File: src/rtl/bpu_pkg.sv
// rtl/bpu_pkg.sv - shared kind encodings, counter states and BTB entry layout for the branch predictor
package bpu_pkg;

    typedef enum logic [1:0] {
        KIND_COND = 2'b00,
        KIND_JUMP = 2'b01,
        KIND_CALL = 2'b10,
        KIND_RET  = 2'b11
    } bpu_kind_t;

    localparam logic [1:0] CTR_SNT = 2'b00;
    localparam logic [1:0] CTR_WNT = 2'b01;
    localparam logic [1:0] CTR_WT  = 2'b10;
    localparam logic [1:0] CTR_ST  = 2'b11;

    localparam logic [31:0] PC_INC = 32'h4;

    // Tags are held zero-extended to a fixed width so the struct is parameter-free.
    localparam int TAG_MAX_W = 32;

    typedef struct packed {
        logic                 valid;
        logic [TAG_MAX_W-1:0] tag;
        logic [31:0]          target;
        bpu_kind_t            kind;
        logic [1:0]           ctr;
    } bpu_entry_t;

    function automatic logic [1:0] ctr_next(input logic [1:0] ctr, input logic taken);
        logic [1:0] nxt;
        nxt = ctr;
        if (taken && ctr != CTR_ST) begin
            nxt = ctr + 2'd1;
        end else if (!taken && ctr != CTR_SNT) begin
            nxt = ctr - 2'd1;
        end
        return nxt;
    endfunction

endpackage

File: src/rtl/bpu_ras.sv
// rtl/bpu_ras.sv - circular return-address stack; a push when full overwrites the oldest entry
module bpu_ras #(
    parameter int DEPTH = 4
) (
    input  logic        clk,
    input  logic        reset,
    input  logic        push,
    input  logic [31:0] push_data,
    input  logic        pop,
    output logic [31:0] top,
    output logic        empty
);

    localparam int PTR_W = (DEPTH > 1) ? $clog2(DEPTH) : 1;

    logic [31:0]      stack [DEPTH];
    logic [PTR_W-1:0] ptr;
    logic [PTR_W-1:0] top_ptr;
    logic [PTR_W:0]   cnt;

    assign top_ptr = ptr - PTR_W'(1);
    assign top     = stack[top_ptr];
    assign empty   = (cnt == '0);

    always_ff @(posedge clk) begin
        if (reset) begin
            ptr <= '0;
            cnt <= '0;
        end else if (push) begin
            stack[ptr] <= push_data;
            ptr        <= ptr + PTR_W'(1);
            if (cnt != (PTR_W+1)'(DEPTH)) begin
                cnt <= cnt + (PTR_W+1)'(1);
            end
        end else if (pop && !empty) begin
            ptr <= top_ptr;
            cnt <= cnt - (PTR_W+1)'(1);
        end
    end

endmodule

File: src/rtl/branch_predict_unit.sv
// rtl/branch_predict_unit.sv - direct-mapped BTB with 2-bit counters; optional RAS under BPU_RAS_EN
module branch_predict_unit
    import bpu_pkg::*;
#(
    parameter int BTB_ENTRIES = 16,
    parameter int TAG_W       = 10,
    parameter int RAS_DEPTH   = 4
) (
    input  logic        clk,
    input  logic        reset,
    input  logic        fetch_valid,
    input  logic [31:0] fetch_pc,
    output logic        pred_valid,
    output logic        pred_taken,
    output logic [31:0] pred_pc,
    input  logic        upd_valid,
    input  logic [31:0] upd_pc,
    input  logic [31:0] upd_target,
    input  logic        upd_taken,
    input  logic [1:0]  upd_kind,
    input  logic        upd_mispredict,
    output logic [31:0] mispredict_cnt
);

    localparam int IDX_W = $clog2(BTB_ENTRIES);

    bpu_entry_t btb [BTB_ENTRIES];

    logic [IDX_W-1:0]     f_idx;
    logic [TAG_MAX_W-1:0] f_tag;
    logic                 f_hit;
    logic                 f_taken;
    logic [31:0]          f_seq;
    logic [31:0]          f_target;
    logic [31:0]          f_next;

    logic [IDX_W-1:0]     u_idx;
    logic [TAG_MAX_W-1:0] u_tag;
    logic                 u_hit;
    bpu_kind_t            u_kind;

    logic                 unused_upd_pc;

    assign f_idx = fetch_pc[IDX_W+1:2];
    assign f_tag = TAG_MAX_W'(fetch_pc[IDX_W+1+TAG_W:IDX_W+2]);
    assign f_hit = btb[f_idx].valid && (btb[f_idx].tag == f_tag);
    assign f_seq = fetch_pc + PC_INC;

    assign f_taken = f_hit && ((btb[f_idx].kind != KIND_COND) || btb[f_idx].ctr[1]);

`ifdef BPU_RAS_EN
    logic        ras_push;
    logic        ras_pop;
    logic [31:0] ras_top;
    logic        ras_empty;

    // Calls push their fall-through; returns take the stack top unless it is empty.
    assign ras_push = fetch_valid && f_hit && (btb[f_idx].kind == KIND_CALL);
    assign ras_pop  = fetch_valid && f_hit && (btb[f_idx].kind == KIND_RET) && !ras_empty;
    assign f_target = ras_pop ? ras_top : btb[f_idx].target;

    bpu_ras #(
        .DEPTH(RAS_DEPTH)
    ) u_ras (
        .clk      (clk),
        .reset    (reset),
        .push     (ras_push),
        .push_data(f_seq),
        .pop      (ras_pop),
        .top      (ras_top),
        .empty    (ras_empty)
    );
`else
    localparam int unused_ras_depth = RAS_DEPTH;

    assign f_target = btb[f_idx].target;
`endif

    assign f_next = f_taken ? f_target : f_seq;

    assign u_idx  = upd_pc[IDX_W+1:2];
    assign u_tag  = TAG_MAX_W'(upd_pc[IDX_W+1+TAG_W:IDX_W+2]);
    assign u_hit  = btb[u_idx].valid && (btb[u_idx].tag == u_tag);
    assign u_kind = bpu_kind_t'(upd_kind);

    assign unused_upd_pc = ^upd_pc;

    // Lookup reads the array before this edge's update lands, giving read-before-write.
    always_ff @(posedge clk) begin
        if (reset) begin
            for (int i = 0; i < BTB_ENTRIES; i++) begin
                btb[i].valid <= 1'b0;
                btb[i].ctr   <= CTR_WNT;
            end
            pred_valid     <= 1'b0;
            pred_taken     <= 1'b0;
            pred_pc        <= '0;
            mispredict_cnt <= '0;
        end else begin
            pred_valid <= fetch_valid;
            pred_taken <= fetch_valid && f_taken;
            pred_pc    <= f_next;

            if (upd_valid) begin
                if (u_hit) begin
                    btb[u_idx].ctr <= ctr_next(btb[u_idx].ctr, upd_taken);
                    if (upd_taken) begin
                        btb[u_idx].target <= upd_target;
                        btb[u_idx].kind   <= u_kind;
                    end
                end else if (upd_taken) begin
                    btb[u_idx].valid  <= 1'b1;
                    btb[u_idx].tag    <= u_tag;
                    btb[u_idx].target <= upd_target;
                    btb[u_idx].kind   <= u_kind;
                    btb[u_idx].ctr    <= (u_kind == KIND_COND) ? CTR_WT : CTR_ST;
                end
            end

            if (upd_valid && upd_mispredict) begin
                mispredict_cnt <= mispredict_cnt + 32'd1;
            end
        end
    end

endmodule

File: config.mk
export PLATFORM = sky130hd
export DESIGN_NAME = branch_predict_unit
export DESIGN_NICKNAME = d
export VERILOG_FILES = /design/src/rtl/bpu_pkg.sv /design/src/rtl/bpu_ras.sv /design/src/rtl/branch_predict_unit.sv
export SDC_FILE = /design/constraint.sdc
export NUM_CORES = 1
export LEC_CHECK = 0
export ABC_AREA = 1
export ABC_CLOCK_PERIOD_IN_PS = 3200
export BUFFER_PORTS_ARGS = -buffer_cell sky130_fd_sc_hd__buf_2
export CAP_MARGIN = 20
export CORE_MARGIN = 2
export CORE_UTILIZATION = 40
export CTS_CLUSTER_DIAMETER = 120
export DETAILED_ROUTE_END_ITERATION = 7
export PLACE_DENSITY = 0.66
export SETUP_SLACK_MARGIN = 0.02
export SYNTH_ARGS = -nofsm -noshare
export SYNTH_HDL_FRONTEND = slang
export SYNTH_SLANG_ARGS = --single-unit
File: constraint.sdc
create_clock -name clk -period 3.2 [get_ports clk]
set_input_delay 0.16 -clock clk [delete_from_list [all_inputs] [get_ports clk]]
set_output_delay 0.16 -clock clk [all_outputs]
set_load 0.02 [all_outputs]
==> run_results.csv, run 1 <==
group,metric,value,unit
status,outcome,"completed",
finish,finalNetCount,3790,
drt,viasPerCell,5.43,
flow_run,drv_cap,0,
sta,period_needed,2.88,ns
power_and_ir_drop,leakagePower,15.4,nW
logic_synthesis,synth_edf_count,736,
critical_path,worstPathMaxFanout,10,
floorplan,rows,109,
placement,hpwlAfterDp,61.8,mm
sta,hold_violations,0,
critical_path,path_class,"reg2reg",
grt,grt_max_degree,165,
floorplan,start_util,0.404,
sta,max_slew_margin,0.282,
floorplan,die_w,303,microns
placement,pre_cts_slack,-0.0587,ns
min_path,hold_path_class,"in2reg",
grt,antenna_found_initial,6,
sta,rsz0062_at_grt,"false",
logic_synthesis,ys_ff_latch,818,
power_and_ir_drop,p_per_area,566,nW/um^2
logic_synthesis,synthXorXnorAreaFrac,0.00859,
sta,slew_viol_final,0,
logic_synthesis,synth_top_area_frac,0.620,
critical_path,startpoint_type,"flip-flop",
sta,fin_setup_tns,0,ns
clocking,clk_pin_slew,0.06,ns
placement,io_buffers,151,
logic_synthesis,synth_area,35700,sq um
clocking,cts.sinks,818,
logic_synthesis,yosys.area_share.adder,0.00140,
drt,dr.first_iter.drc_count,3164,
floorplan,coreArea,88400,sq um
logic_synthesis,synthFlopType,"edfxtp_1",
drt,drt_first_pass_iters,6,
logic_synthesis,synth_warnings,0,
finish,final_cell_mix,"nand2_1, edfxtp_1, nor2_1",
critical_path,cp_cell_sequence,"o21ai_0 -> o21ai_0 -> nand2_1 -> nand2_1 -> inv_1 -> nand2_1 -> nand2_1 -> nand2_1 -> nor2_1 -> nand2_1 -> nor2_4 -> nand2_2 -> buf_4 -> nand2_1 -> nand2_1 -> nor2_1",
floorplan,die_height,303,microns
logic_synthesis,syn_area_per_cell,10.3,sq um
sta,fin_ws,0.323,ns
sta,fin_crit_sh,0.899,
grt,grt_pass1_wl,152,mm
drt,drc,0,
sta,finClkSkew,0.0497,ns
sta,worst_slew_pin_slew,1.07,ns
power_and_ir_drop,ir_worst_vdd,0.492,mV
finish,n_fill_cell,7957,
sta,max_freq,348,MHz
logic_synthesis,synth_compound_area_frac,0.104,
logic_synthesis,yosys.area.top_type,"edfxtp_1",
clocking,clock_path_buffers,3,
logic_synthesis,synth_cell_types,42,
critical_path,slowest_delay,0.43,ns
clocking,cts_tree,"built",
logic_synthesis,synth_simple_gate_area_share,0.175,
finish,layout_commonest_cell,"nand2_1",
clocking,htreeDepth,3,
floorplan,io_pins,170,
critical_path,crit_top_cell,"nand2_1",
finish,stdcell_count,4918,
critical_path,critical_path.slowest_cell,"nor2_1",
drt,wire_per_inst,20.9,microns
logic_synthesis,synthTopCellsByArea,"edfxtp_1, nand2_1, nor2_1",
logic_synthesis,async_flop_share,0,
drt,vias,26700,
sta,setup_viol,0,
grt,grt.total_usage,0.221,
power_and_ir_drop,total_power,0.0237,W
clocking,cts_made_buffers,83,
placement,dp.cells,4701,
logic_synthesis,ys_seq_area_frac,0.666,
grt,first_global_vias,24500,
logic_synthesis,netlist_instances,3459,
clocking,clock_latency,0.67,ns
drt,final_antenna_net_count,0,
logic_synthesis,syn_nets,3567,
drt,drt-total-wl,103,mm
logic_synthesis,synth_top_family_by_area,"simple AND/OR/NAND/NOR gates",
placement,gp_congestion,0.917,
finish,area_growth_syn_to_layout,17.2,%
clocking,cts_root_buffer,"clkbuf_16",
critical_path,cp.arrival,3.38,ns
floorplan,dieArea,91600,sq um
logic_synthesis,yosys-mux-area-fraction,0,
finish,drive_gt1_frac,0.120,
critical_path,worst_setup_path_end_kind,"flip-flop",
critical_path,crit_required,3.70,ns
grt,grt.overflow.total,0,
[final cells by class]
| cell class | instances | area (sq um) | area share |
|---|---|---|---|
| diodes | 2 | 5.00 | 0.000120 |
| repair buffers | 332 | 2580 | 0.0618 |
| inverters | 192 | 733 | 0.0175 |
| flip-flops and latches | 818 | 23700 | 0.568 |
| well taps | 1165 | 1460 | 0.0349 |
| clock inverters | 54 | 682 | 0.0163 |
| clock buffers | 100 | 2170 | 0.0520 |
| multi-input cells | 2255 | 10400 | 0.250 |
[worst paths after layout]
kind / depth (start not counted) / endpoint / from / slack, ns
setup / recovery: 16 / pred_pc[12]$_SDFF_PP0_ / btb[12][39]$_DFFE_PP_ / 0.32
hold / removal: 2 / btb[12][39]$_DFFE_PP_ / upd_pc[9] / 0.04
setup reg to reg: 16 / pred_pc[12]$_SDFF_PP0_ / btb[12][39]$_DFFE_PP_ / 0.32
hold reg to reg: 2 / mispredict_cnt[31]$_SDFFE_PP0P_ / mispredict_cnt[31]$_SDFFE_PP0P_ / 0.47
[per-stage QoR]
| stage | util | hold slack [ns] | instance area [sq um] |
|---|---|---|---|
| 4_1_cts | 0.473 | 0.00252 | 41800 |
| 3_3_place_gp | 0.434 | 0.449 | 38300 |
| 3_5_place_dp | 0.434 | 0.456 | 38300 |
| 2_1_floorplan | - | 0.259 | 35700 |
| 5_1_grt | 0.473 | 0.0187 | 41800 |
| 6_report | 0.473 | 0.0423 | 41800 |
[report_power, final]
part	switching [W]	leakage (nW)	total (W)	internal [W]
clock	0.00428	1.39	0.0101	0.00582
combinational	0.00126	6.68	0.00180	0.000541
sequential	0.0000457	7.29	0.0118	0.0117
[critical path: cells and delay by family (launching register included)]
| family | cells | cell delay [ns] |
|---|---|---|
| AND/OR/NAND/NOR | 12 | 1.63 |
| flip-flops | 1 | 0.40 |
| buffers and inverters | 2 | 0.38 |
| AO/OA/AOI/OAI | 2 | 0.30 |
[cell families (layout without fill, tap and decap cells)]
group	Yosys count	count (layout)
AOI/OAI and AO/OA	655	655
xor gates and xnor gates	35	35
adders and majority gates	4	4
buffers and inverters	386	678
DFF	818	818
other	0	2
and+or+nand+nor	1561	1561
[Yosys cell counts, types with 24 or more instances]
cell / count
o211ai_1: 31
inv_1: 185
o21ai_0: 385
a21oi_1: 62
o221ai_1: 32
xor2_1: 24
dfxtp_1: 82
nand2_1: 777
buf_2: 55
edfxtp_1: 736
clkbuf_1: 111
nand3_1: 117
nand4_1: 34
nor2_1: 581
o22ai_1: 105
[metal layers]
layer | track usage | routed length, microns | vias up
met5 | 0 | 38 | -
met4 | 0.0619 | 2640 | 6
met3 | 0.0438 | 10700 | 179
met2 | 0.338 | 45800 | 1288
met1 | 0.321 | 43700 | 12800
li1 | - | - | 12400
[sequential cells by signal (all words and copies together), names as in the netlist]
signal          flops
pred_pc            32
pred_valid          1
btb               752
pred_taken          1
mispredict_cnt     32
[timing repair]
action / CTS / global route
gates resized for setup: 0 / 0
buffers inserted: 0 / 0
hold buffers: 61 / 0
endpoints found under the hold margin: 708 / 0
setup endpoints to repair: 0 / 0
(Power assumes the default switching activity.)
==> run 2: changes to the inputs <==
--- a/config.mk
+++ b/config.mk
@@ -8,3 +8,2 @@
 export ABC_AREA = 1
-export ABC_CLOCK_PERIOD_IN_PS = 3200
 export BUFFER_PORTS_ARGS = -buffer_cell sky130_fd_sc_hd__buf_2
==> constraint.sdc (replaced) <==
create_clock -name clk -period 3.2 [get_ports clk]
set_input_delay 0.8 -clock clk [delete_from_list [all_inputs] [get_ports clk]]
set_output_delay 0.8 -clock clk [all_outputs]
set_load 0.05 [all_outputs]
==> run 2 against run 1 <==
  * Worst setup slack improved by 0.12 ns
  * Cell count rose by 0.83%
  * Maximum frequency rose by 4.5%
  * Critical path type is now in2reg
  * Highest routed layer unchanged
==> run_results.csv, run 2 (synthesis gave the netlist of run 1 again) <==
group,metric,value,unit
flow_run,drv_cap,0,
grt,grt.overflow.total,0,
critical_path,worst_setup_path_end_kind,"flip-flop",
floorplan,io_pins,170,
power_and_ir_drop,p_per_area,558,nW/um^2
clocking,cts_hold_buf,0,
clocking,post_cts_buffers,0,
placement,io_buffers,151,
min_path,hold_path_class,"in2reg",
floorplan,rows,109,
placement,dp.cells,4794,
placement,pre_cts_slack,-0.204,ns
critical_path,slowest_delay,0.35,ns
critical_path,critical_path.slowest_cell,"nor2_4",
grt,first_global_vias,24900,
sta,max_slew_margin,0.298,
sta,hold_slack,0.443,ns
grt,grt.total_usage,0.224,
power_and_ir_drop,switching_share,0.241,
finish,largest_reg_flops,752,
finish,stdcell_count,4959,
floorplan,coreArea,88400,sq um
power_and_ir_drop,seqPwrFrac,0.499,
drt,wire_per_inst,20.9,microns
sta,rsz0062_at_grt,"false",
critical_path,r2r_cells,14,
status,outcome,"completed",
clocking,cts_made_buffers,87,
clocking,htreeDepth,3,
critical_path,cp_cell_sequence,"buf_2 -> buf_12 -> nor2_4 -> buf_4 -> a22oi_1 -> nand2_1 -> nand2_1 -> nand4_1 -> inv_1 -> ha_1 -> nor2_1 -> nor2_1 -> a21oi_1 -> o21ai_0 -> a21oi_4 -> buf_12 -> nor2_1",
placement,hpwlAfterDp,64.2,mm
drt,drc,0,
clocking,cts_tree,"built",
sta,slew_viol_final,0,
grt,antenna_found_initial,15,
critical_path,path_buf_inv,5,
drt,final_antenna_net_count,0,
clocking,clock_path_buffers,3,
critical_path,startpoint_type,"primary input",
placement,gp_congestion,0.950,
clocking,cts_root_buffer,"clkbuf_16",
critical_path,cp.depth,17,
clocking,clk_pin_slew,0.06,ns
finish,finalNetCount,3826,
sta,finClkSkew,0.0352,ns
clocking,clock_latency,0.67,ns
grt,grt_max_degree,139,
finish,drive_gt1_frac,0.143,
finish,area_growth_syn_to_layout,18.5,%
floorplan,start_util,0.404,
min_path,hold_path_depth,5,
power_and_ir_drop,p_int,0.0179,W
sta,fin_crit_sh,0.860,
finish,reg_top3,"btb x752, mispredict_cnt x32, pred_pc x32",
clocking,cts.sinks,818,
drt,drt-total-wl,104,mm
sta,fin_ws,0.447,ns
sta,worst_slew_pin_slew,1.05,ns
power_and_ir_drop,ir_worst_vdd,0.382,mV
critical_path,worstPathMaxFanout,16,
clocking,ctsResizeCount,0,
power_and_ir_drop,combPwrFrac,0.081,
drt,drt_first_pass_iters,6,
finish,largest_register,"btb",
critical_path,crit_required,3.59,ns
power_and_ir_drop,power_switching,0.00568,W
power_and_ir_drop,power_frac_clock,0.420,
drt,viasPerCell,5.42,
critical_path,cp.arrival,3.14,ns
critical_path,path_class,"in2reg",
sta,max_freq,363,MHz
grt,grt_pass1_wl,154,mm
drt,vias,26900,
finish,finish.instance_area,42300,sq um
drt,dr.first_iter.drc_count,3198,
critical_path,crit_top_cell,"nor2_1",
critical_path,crit_family,"simple AND/OR/NAND/NOR gates",
floorplan,die_w,303,microns
sta,setup_viol,0,
floorplan,die_height,303,microns
finish,layout_commonest_cell,"nand2_1",
finish,final_cell_mix,"nand2_1, edfxtp_1, nor2_1",
sta,hold_violations,0,
power_and_ir_drop,leakagePower,15.7,nW
placement,place_area,39500,sq um
sta,period_needed,2.75,ns
floorplan,dieArea,91600,sq um
run 2: cell types whose count changed in the layout (fill, tap and decap cells not counted), sizes merged:
cell | before | now
clkinvlp | 3 | 1
bufinv | 11 | 5
clkinv | 36 | 48
clkbuf | 100 | 107
inv | 196 | 194
dlygate4sd3 | 61 | 0
buf | 271 | 364
run 2: cell type report:
| class | instances | area [sq um] |
|---|---|---|
| diodes | 2 | 5.00 |
| multi-input cells | 2255 | 10400 |
| clock inverters | 56 | 498 |
| flip-flops and latches | 818 | 23700 |
| well taps | 1165 | 1460 |
| clock buffers | 107 | 2310 |
| fillers | 7972 | 46100 |
| inverters | 192 | 733 |
| repair buffers | 364 | 3100 |
run 2: tightest hold or removal path, cell delays in order:
cell and delay (ns):
buf_2 0.09, inv_1 0.04, nand2_1 0.04, nand2_1 0.05, nor2_1 0.03
run 2: final timing paths:
| check | from | end | slack, ns |
|---|---|---|---|
| min | fetch_pc[1] | pred_pc[1]$_SDFF_PP0_ | 0.44 |
| min reg2reg | btb[5][46]$_SDFFE_PP1P_ | btb[5][46]$_SDFFE_PP1P_ | 0.49 |
| max | upd_pc[2] | btb[15][1]$_SDFFCE_PN0P_ | 0.45 |
| max reg2reg | btb[0][1]$_SDFFCE_PN0P_ | btb[13][0]$_SDFFCE_PN1P_ | 0.65 |
run 2: power groups by stage:
stage / combinational [W] / clock, W / sequential, W
after floorplan: 0.000976 / 0 / 0.0121
after global placement: 0.00186 / 0 / 0.0120
after detailed placement: 0.00188 / 0 / 0.0120
after CTS: 0.00189 / 0.0100 / 0.0118
after global routing: 0.00209 / 0.0104 / 0.0118
final: 0.00192 / 0.00990 / 0.0118
run 2: stage by stage:
stage	total power [W]	util	setup TNS, ns
floorplan	0.0131	-	-245.52
global placement	0.0139	0.447	-17.47
detailed placement	0.0139	0.447	-21.51
CTS	0.0237	0.478	0
global route	0.0243	0.478	0
finish	0.0236	0.478	0
run 2: routing by layer:
| metal | global-route usage | routed length [microns] | part of all wire | vias to the layer above |
|---|---|---|---|---|
| met2 | 0.348 | 47100 | 0.45 | 1254 |
| met4 | 0.0653 | 2780 | 0.027 | 20 |
| met3 | 0.0526 | 10700 | 0.10 | 213 |
| met5 | 0 | 115 | 0.0011 | - |
| li1 | - | - | - | 12500 |
| met1 | 0.313 | 43100 | 0.42 | 12900 |
